==> src/rtl/alu_pkg.sv <==
// alu_pkg: opcodes, FSM state encoding and multicycle-op classification for alu_seq
package alu_pkg;
  localparam logic [3:0] OP_AND  = 4'b0000;
  localparam logic [3:0] OP_OR   = 4'b0001;
  localparam logic [3:0] OP_ADD  = 4'b0010;
  localparam logic [3:0] OP_SLL  = 4'b0011;
  localparam logic [3:0] OP_SRL  = 4'b0100;
  localparam logic [3:0] OP_SRA  = 4'b0101;
  localparam logic [3:0] OP_SUB  = 4'b0110;
  localparam logic [3:0] OP_SLT  = 4'b0111;
  localparam logic [3:0] OP_SLTU = 4'b1000;
  localparam logic [3:0] OP_XOR  = 4'b1001;
  localparam logic [3:0] OP_MULU = 4'b1010;
  localparam logic [3:0] OP_NOR  = 4'b1100;
  localparam logic [3:0] OP_DIVU = 4'b1101;

  typedef enum logic [1:0] {IDLE, BUSY, DONE} state_t;

  function automatic logic is_multicycle(input logic [3:0] op);
    return (op == OP_MULU) || (op == OP_DIVU);
  endfunction
endpackage

==> src/rtl/alu_muldiv_iter.sv <==
// alu_muldiv_iter: one-bit-per-cycle shift-add multiplier / restoring divider sharing acc and counter
module alu_muldiv_iter #(
  parameter int WIDTH = 32
) (
  input  logic             clk,
  input  logic             rst_n,
  input  logic             start,
  input  logic             div,
  input  logic [WIDTH-1:0] a,
  input  logic [WIDTH-1:0] b,
  output logic             busy,
  output logic             done,
  output logic [WIDTH-1:0] lo,
  output logic [WIDTH-1:0] hi
);
  localparam int CW = $clog2(WIDTH) + 1;
  logic [WIDTH-1:0] b_q, s_acc, s_lo, s_b, n_acc, n_lo;
  logic [WIDTH:0] sum, madd, shf, dif;
  logic [CW-1:0] cnt;
  logic div_q, s_div, step;
  assign done = busy & (cnt == CW'(WIDTH));
  assign step = start | (busy & ~done);
  // One iteration; the first one is folded into the start cycle so WIDTH steps end with cnt==WIDTH
  always_comb begin
    s_acc = start ? '0 : hi;
    s_lo  = start ? a : lo;
    s_b   = start ? b : b_q;
    s_div = start ? div : div_q;
    sum   = {1'b0, s_acc} + {1'b0, s_b};
    madd  = s_lo[0] ? sum : {1'b0, s_acc};
    shf   = {s_acc, s_lo[WIDTH-1]};
    dif   = shf - {1'b0, s_b};
    n_acc = s_div ? (dif[WIDTH] ? shf[WIDTH-1:0] : dif[WIDTH-1:0]) : madd[WIDTH:1];
    n_lo  = s_div ? {s_lo[WIDTH-2:0], ~dif[WIDTH]} : {madd[0], s_lo[WIDTH-1:1]};
  end
  // Accumulator (hi), shifting operand/quotient (lo), divisor/multiplicand and iteration counter
  always_ff @(posedge clk or negedge rst_n) begin
    if (!rst_n) begin
      hi    <= '0;
      lo    <= '0;
      b_q   <= '0;
      div_q <= 1'b0;
      busy  <= 1'b0;
      cnt   <= '0;
    end else begin
      busy <= start | (busy & ~done);
      if (step) begin
        hi  <= n_acc;
        lo  <= n_lo;
        cnt <= start ? CW'(1) : cnt + CW'(1);
      end
      if (start) begin
        b_q   <= b;
        div_q <= div;
      end
    end
  end
endmodule

==> src/rtl/alu_seq.sv <==
// alu_seq: handshaked ALU with registered result, flags and iterative MULU/DIVU
module alu_seq
  import alu_pkg::*;
#(
  parameter int WIDTH = 32
) (
  input  logic             clk,
  input  logic             rst_n,
  input  logic             in_valid,
  output logic             in_ready,
  input  logic [WIDTH-1:0] oprd1,
  input  logic [WIDTH-1:0] oprd2,
  input  logic [3:0]       ALU_Operation,
  output logic             out_valid,
  input  logic             out_ready,
  output logic [WIDTH-1:0] result,
  output logic [WIDTH-1:0] result_hi,
  output logic             zero,
  output logic             negative,
  output logic             overflow,
  output logic             div_by_zero,
  output logic             illegal_op
);
  localparam int SHW = $clog2(WIDTH);
  state_t state, state_n;
  logic accept, mc, md_busy, md_done, dz_q, ovf, ill;
  logic [WIDTH-1:0] res, sum, dif, md_lo, md_hi;
  logic [SHW-1:0] sh;
  assign accept = in_valid & in_ready;
  assign mc = is_multicycle(ALU_Operation);

  alu_muldiv_iter #(.WIDTH(WIDTH)) u_iter (
    .clk  (clk),
    .rst_n(rst_n),
    .start(accept & mc),
    .div  (ALU_Operation == OP_DIVU),
    .a    (oprd1),
    .b    (oprd2),
    .busy (md_busy),
    .done (md_done),
    .lo   (md_lo),
    .hi   (md_hi)
  );

  // State register
  always_ff @(posedge clk or negedge rst_n) begin
    if (!rst_n) state <= IDLE;
    else state <= state_n;
  end
  // Next state: a new accept wins over draining DONE to IDLE
  always_comb begin
    state_n = state;
    case (state)
      IDLE:    state_n = accept ? (mc ? BUSY : DONE) : IDLE;
      BUSY:    state_n = md_done ? DONE : (md_busy ? BUSY : IDLE);
      DONE:    state_n = accept ? (mc ? BUSY : DONE) : (out_ready ? IDLE : DONE);
      default: state_n = IDLE;
    endcase
  end
  // Handshake outputs
  always_comb begin
    in_ready  = (state == IDLE) | ((state == DONE) & out_ready);
    out_valid = (state == DONE);
  end
  // Single-cycle datapath on the live operands, registered at accept
  always_comb begin
    sh  = oprd2[SHW-1:0];
    sum = oprd1 + oprd2;
    dif = oprd1 - oprd2;
    res = '0;
    ovf = 1'b0;
    ill = 1'b0;
    case (ALU_Operation)
      OP_AND:  res = oprd1 & oprd2;
      OP_OR:   res = oprd1 | oprd2;
      OP_ADD: begin
        res = sum;
        ovf = (oprd1[WIDTH-1] == oprd2[WIDTH-1]) & (sum[WIDTH-1] != oprd1[WIDTH-1]);
      end
      OP_SUB: begin
        res = dif;
        ovf = (oprd1[WIDTH-1] != oprd2[WIDTH-1]) & (dif[WIDTH-1] != oprd1[WIDTH-1]);
      end
      OP_SLT:  res = WIDTH'($signed(oprd1) < $signed(oprd2));
      OP_SLTU: res = WIDTH'(oprd1 < oprd2);
      OP_SLL:  res = oprd1 << sh;
      OP_SRL:  res = oprd1 >> sh;
      OP_SRA:  res = $signed(oprd1) >>> sh;
      OP_NOR:  res = ~(oprd1 | oprd2);
      OP_XOR:  res = oprd1 ^ oprd2;
      OP_MULU, OP_DIVU: res = '0;
      default: ill = 1'b1;
    endcase
  end
  // Output registers: loaded at simple-op accept or when the iterative unit finishes
  always_ff @(posedge clk or negedge rst_n) begin
    if (!rst_n) begin
      result      <= '0;
      result_hi   <= '0;
      zero        <= 1'b0;
      negative    <= 1'b0;
      overflow    <= 1'b0;
      div_by_zero <= 1'b0;
      illegal_op  <= 1'b0;
      dz_q        <= 1'b0;
    end else begin
      if (accept & mc) dz_q <= (ALU_Operation == OP_DIVU) & (oprd2 == '0);
      if (accept & ~mc) begin
        result      <= res;
        result_hi   <= '0;
        zero        <= (res == '0);
        negative    <= res[WIDTH-1];
        overflow    <= ovf;
        div_by_zero <= 1'b0;
        illegal_op  <= ill;
      end else if ((state == BUSY) & md_done) begin
        result      <= md_lo;
        result_hi   <= md_hi;
        zero        <= (md_lo == '0);
        negative    <= md_lo[WIDTH-1];
        overflow    <= 1'b0;
        div_by_zero <= dz_q;
        illegal_op  <= 1'b0;
      end
    end
  end
endmodule

==> config.mk <==
export PLATFORM = sky130hd
export DESIGN_NAME = alu_seq
export DESIGN_NICKNAME = d
export VERILOG_FILES = /design/src/rtl/alu_pkg.sv /design/src/rtl/alu_muldiv_iter.sv /design/src/rtl/alu_seq.sv
export SDC_FILE = /design/constraint.sdc
export NUM_CORES = 1
export LEC_CHECK = 0
export BUFFER_PORTS_ARGS = -buffer_cell sky130_fd_sc_hd__buf_4
export CAP_MARGIN = 20
export CORE_MARGIN = 2
export CORE_UTILIZATION = 35
export DETAILED_ROUTE_END_ITERATION = 8
export PLACE_DENSITY_LB_ADDON = 0.3
export SYNTH_ARGS = -nofsm -noshare
export SYNTH_HDL_FRONTEND = slang
export SYNTH_HIERARCHICAL = 1
export SYNTH_SLANG_ARGS = --single-unit
==> constraint.sdc <==
create_clock -name clk -period 7.64 [get_ports clk]
set_input_delay 2.292 -clock clk [delete_from_list [all_inputs] [get_ports clk]]
set_output_delay 2.292 -clock clk [all_outputs]
set_load 0.05 [all_outputs]
==> metrics.cfg <==
[power_and_ir_drop]
power_uw = 8036
p_per_area_nw_per_um2 = 312.6
ir_drop_mv = 0.1941
leakage_uw = 0.01088

[drt]
vias_per_cell = 6.429
drt_iter0_drc = 3551
drc = 0
ant_nets = 0
vias = 25160
drtPass1Iterations = 7
wl_per_cell_um = 27.31
totalWireLength_um = 106800

[timing]
setup_viol = 0
tns_ns = 0
slew-limit-headroom = 0.2280
period_needed_ns = 7.152
maxSlewViolCount = 0
period_share = 0.9362
hold_viol = 0
max_freq_ghz = 0.1398
final.setup_skew_ns = 0.01481
rsz0062_at_grt = false
tightest_slew_ns = 1.129

[global_routing]
grt_max_degree = 86
grt_use_total = 0.3076
grt_pass1_wl_um = 157700
antenna_found_initial = 4
grt_remaining_overflow = 0
grt_pass1_vias = 23770

[die]
fp.dieW_um = 260.7
coreArea_um2 = 65510
die_area_um2 = 67980
fp.dieH_um = 260.7
io_pins = 143
start_util = 0.3521
rows = 94

[worst_setup_path]
arrival_ns = 7.50
cp-start-kind = input port
cp_max_fo = 66
criticalPathCategory = input port to register
r2r-end = u_iter/hi[27]
reg2reg_depth = 21
critPathRequiredTime_ns = 7.98
r2r_start = state[1]
crit_path_end_kind = register
rrSetupSlack_ns = 2.58

[yosys]
synth_largest_area_cell = dfrtp_1
synth_top_area_share = 0.1898
ys_warn_count = 6
syn_area_per_cell_um2 = 7.689
netlist_area_um2 = 23070
synth_seq_cells = 175
synthesis.nets = 3239
synth_cell_types = 108
synth-async-reset-ratio = 1.000
synth_area_leaders = dfrtp_1 19%, ha_1 8.8%, mux2i_1 5.9%
netlist_instances = 3000
synth_edf_count = 0
ys.flop_type = dfrtp_1
yosysSeqAreaShare = 0.1898

[status]
outcome = completed

[clock_tree]
cts.path.max_buffers = 2
path_clk_slew_ns = 0.08
root_buffer = clkbuf_16
cts_made_buffers = 17
postCtsSetupBuffers = 0
clock_sinks = 175
insertion_delay_ns = 0.46
hold_buffers = 0
cts_resized = 0
cts_tree = built
cts_max_level = 4

[layout]
syn2layout_area_growth_pct = 11.45
final_common_cell = nand2_1
drive_above_1_share = 0.1417
register_area_um2 = 4379
layout_common_cells = 364 x nand2_1, 263 x a21oi_1, 238 x nor2_1
fin_nets = 3274
multi_input_area_um2 = 17230
finish.utilization = 0.3925
fillCellCount = 6744

[min_path]
hold_depth = 2
holdCritPathClass = register to register
holdPathEnd = u_iter/hi[3]
min_from = u_iter/hi[3]

[run]
drv_cap = 0

[placement]
dp_hpwl_um = 82320
port_buffers = 142
place.gp.congestion = 1.051

[state kept, by name (all words and copies together) (netlist names)]
| signal | cells |
|---|---|
| u_iter/b_q | 32 |
| result | 32 |
| u_iter/hi | 32 |
| result_hi | 32 |
| state | 2 |
| u_iter/lo | 32 |
| zero | 1 |
| dz_q | 1 |
| div_by_zero | 1 |
| u_iter/busy | 1 |
| u_iter/div_q | 1 |
| overflow | 1 |
| illegal_op | 1 |
| u_iter/cnt | 6 |
[power breakdown]
part           internal, uW  switching (uW)  total [uW]
Clock                   434             444         878
Sequential             1260             361        1620
Combinational          2160            3380        5540
[synth_stat cells, types with 10 or more instances]
| cell type | number |
|---|---|
| a211o_1 | 13 |
| a211oi_1 | 49 |
| a21boi_0 | 11 |
| a21o_1 | 40 |
| a21oi_1 | 264 |
| a221o_1 | 14 |
| a221oi_1 | 27 |
| a222oi_1 | 15 |
| a22oi_1 | 41 |
| a31oi_1 | 34 |
| and2_1 | 18 |
| and3_1 | 33 |
| buf_1 | 23 |
| buf_2 | 42 |
| clkbuf_1 | 146 |
| dfrtp_1 | 175 |
| ha_1 | 163 |
| inv_1 | 146 |
| mux2_2 | 43 |
| mux2i_1 | 137 |
| mux4_2 | 48 |
| nand2_1 | 364 |
| nand2b_1 | 41 |
| nand3_1 | 63 |
| nand4_1 | 36 |
| nor2_1 | 239 |
| nor2b_1 | 66 |
| nor3_1 | 71 |
| nor3b_1 | 10 |
| nor4_1 | 40 |
| o2111ai_1 | 15 |
| o211ai_1 | 52 |
| o21a_1 | 21 |
| o21ai_0 | 129 |
| o21bai_1 | 21 |
| o221ai_1 | 15 |
| o22ai_1 | 21 |
| o31ai_1 | 15 |
| or2_2 | 13 |
| xnor2_1 | 42 |
| xor2_1 | 19 |
[cell families after synthesis]
family | Yosys count | share of synthesized area
AOI/OAI and AO/OA | 933 | 0.2768
xor gates and xnor gates | 62 | 0.02387
adders and majority gates | 168 | 0.09231
buffers and inverters | 373 | 0.06655
DFF | 175 | 0.1898
muxes | 233 | 0.1307
and+or+nand+nor | 1056 | 0.2199
[area by class of cell]
type	count	area share
clock buffer	17	0.01655
sequential	175	0.1703
multi-input combinational	2452	0.6703
antenna	1	0.00009733
clock inverter	15	0.005645
timing repair buffer	240	0.07305
tap	864	0.04205
inverter	149	0.02195
[metal layers]
layer	GRT usage	share of wire	vias up
li1	-	-	11230
met1	0.4075	0.41	12190
met2	0.4824	0.45	1470
met4	0.1432	0.049	4
met5	0	0.00023	-
met3	0.05828	0.096	265
[metrics by stage]
step | setup WS (ns) | instance area, um2 | hold slack, ns | std cells
after global routing | 0.3293 | 25710 | 0.5449 | 3912
after detailed placement | 0.1862 | 25140 | 0.4859 | 3880
final | 0.4875 | 25710 | 0.5121 | 3913
after global placement | 0.2412 | 25120 | 0.4913 | 3879
after floorplan | 0.02978 | 23080 | 0.4636 | 3000
after CTS | 0.6399 | 25710 | 0.5098 | 3912
[worst max-delay path by stage]
stage	cells after the start	from	to	slack, ns
5_1_grt	22	ALU_Operation[0]	u_iter/hi[29]	0.33
4_1_cts	22	ALU_Operation[0]	u_iter/hi[27]	0.64
3_3_place_gp	22	ALU_Operation[0]	u_iter/hi[21]	0.24
2_1_floorplan	26	ALU_Operation[3]	u_iter/hi[15]	0.03
6_report	22	ALU_Operation[0]	u_iter/hi[27]	0.49
3_5_place_dp	22	ALU_Operation[0]	u_iter/hi[27]	0.19
[worst max-delay path: stages]
cell,delay (ns)
buf_4,0.12
nand2b_1,0.18
o21ai_0,0.60
and2_1,0.34
nand2_1,0.10
buf_4,0.16
inv_6,0.09
buf_12,0.31
inv_1,0.15
nand2_1,0.15
inv_1,0.08
ha_1,0.23
fa_1,0.41
a21o_1,0.24
a221o_1,0.31
a311o_1,0.42
a21oi_2,0.31
a21oi_1,0.15
a21oi_1,0.28
o21ai_0,0.23
mux2i_1,0.22
a31oi_1,0.10
Power figures use the tool's default switching activity.
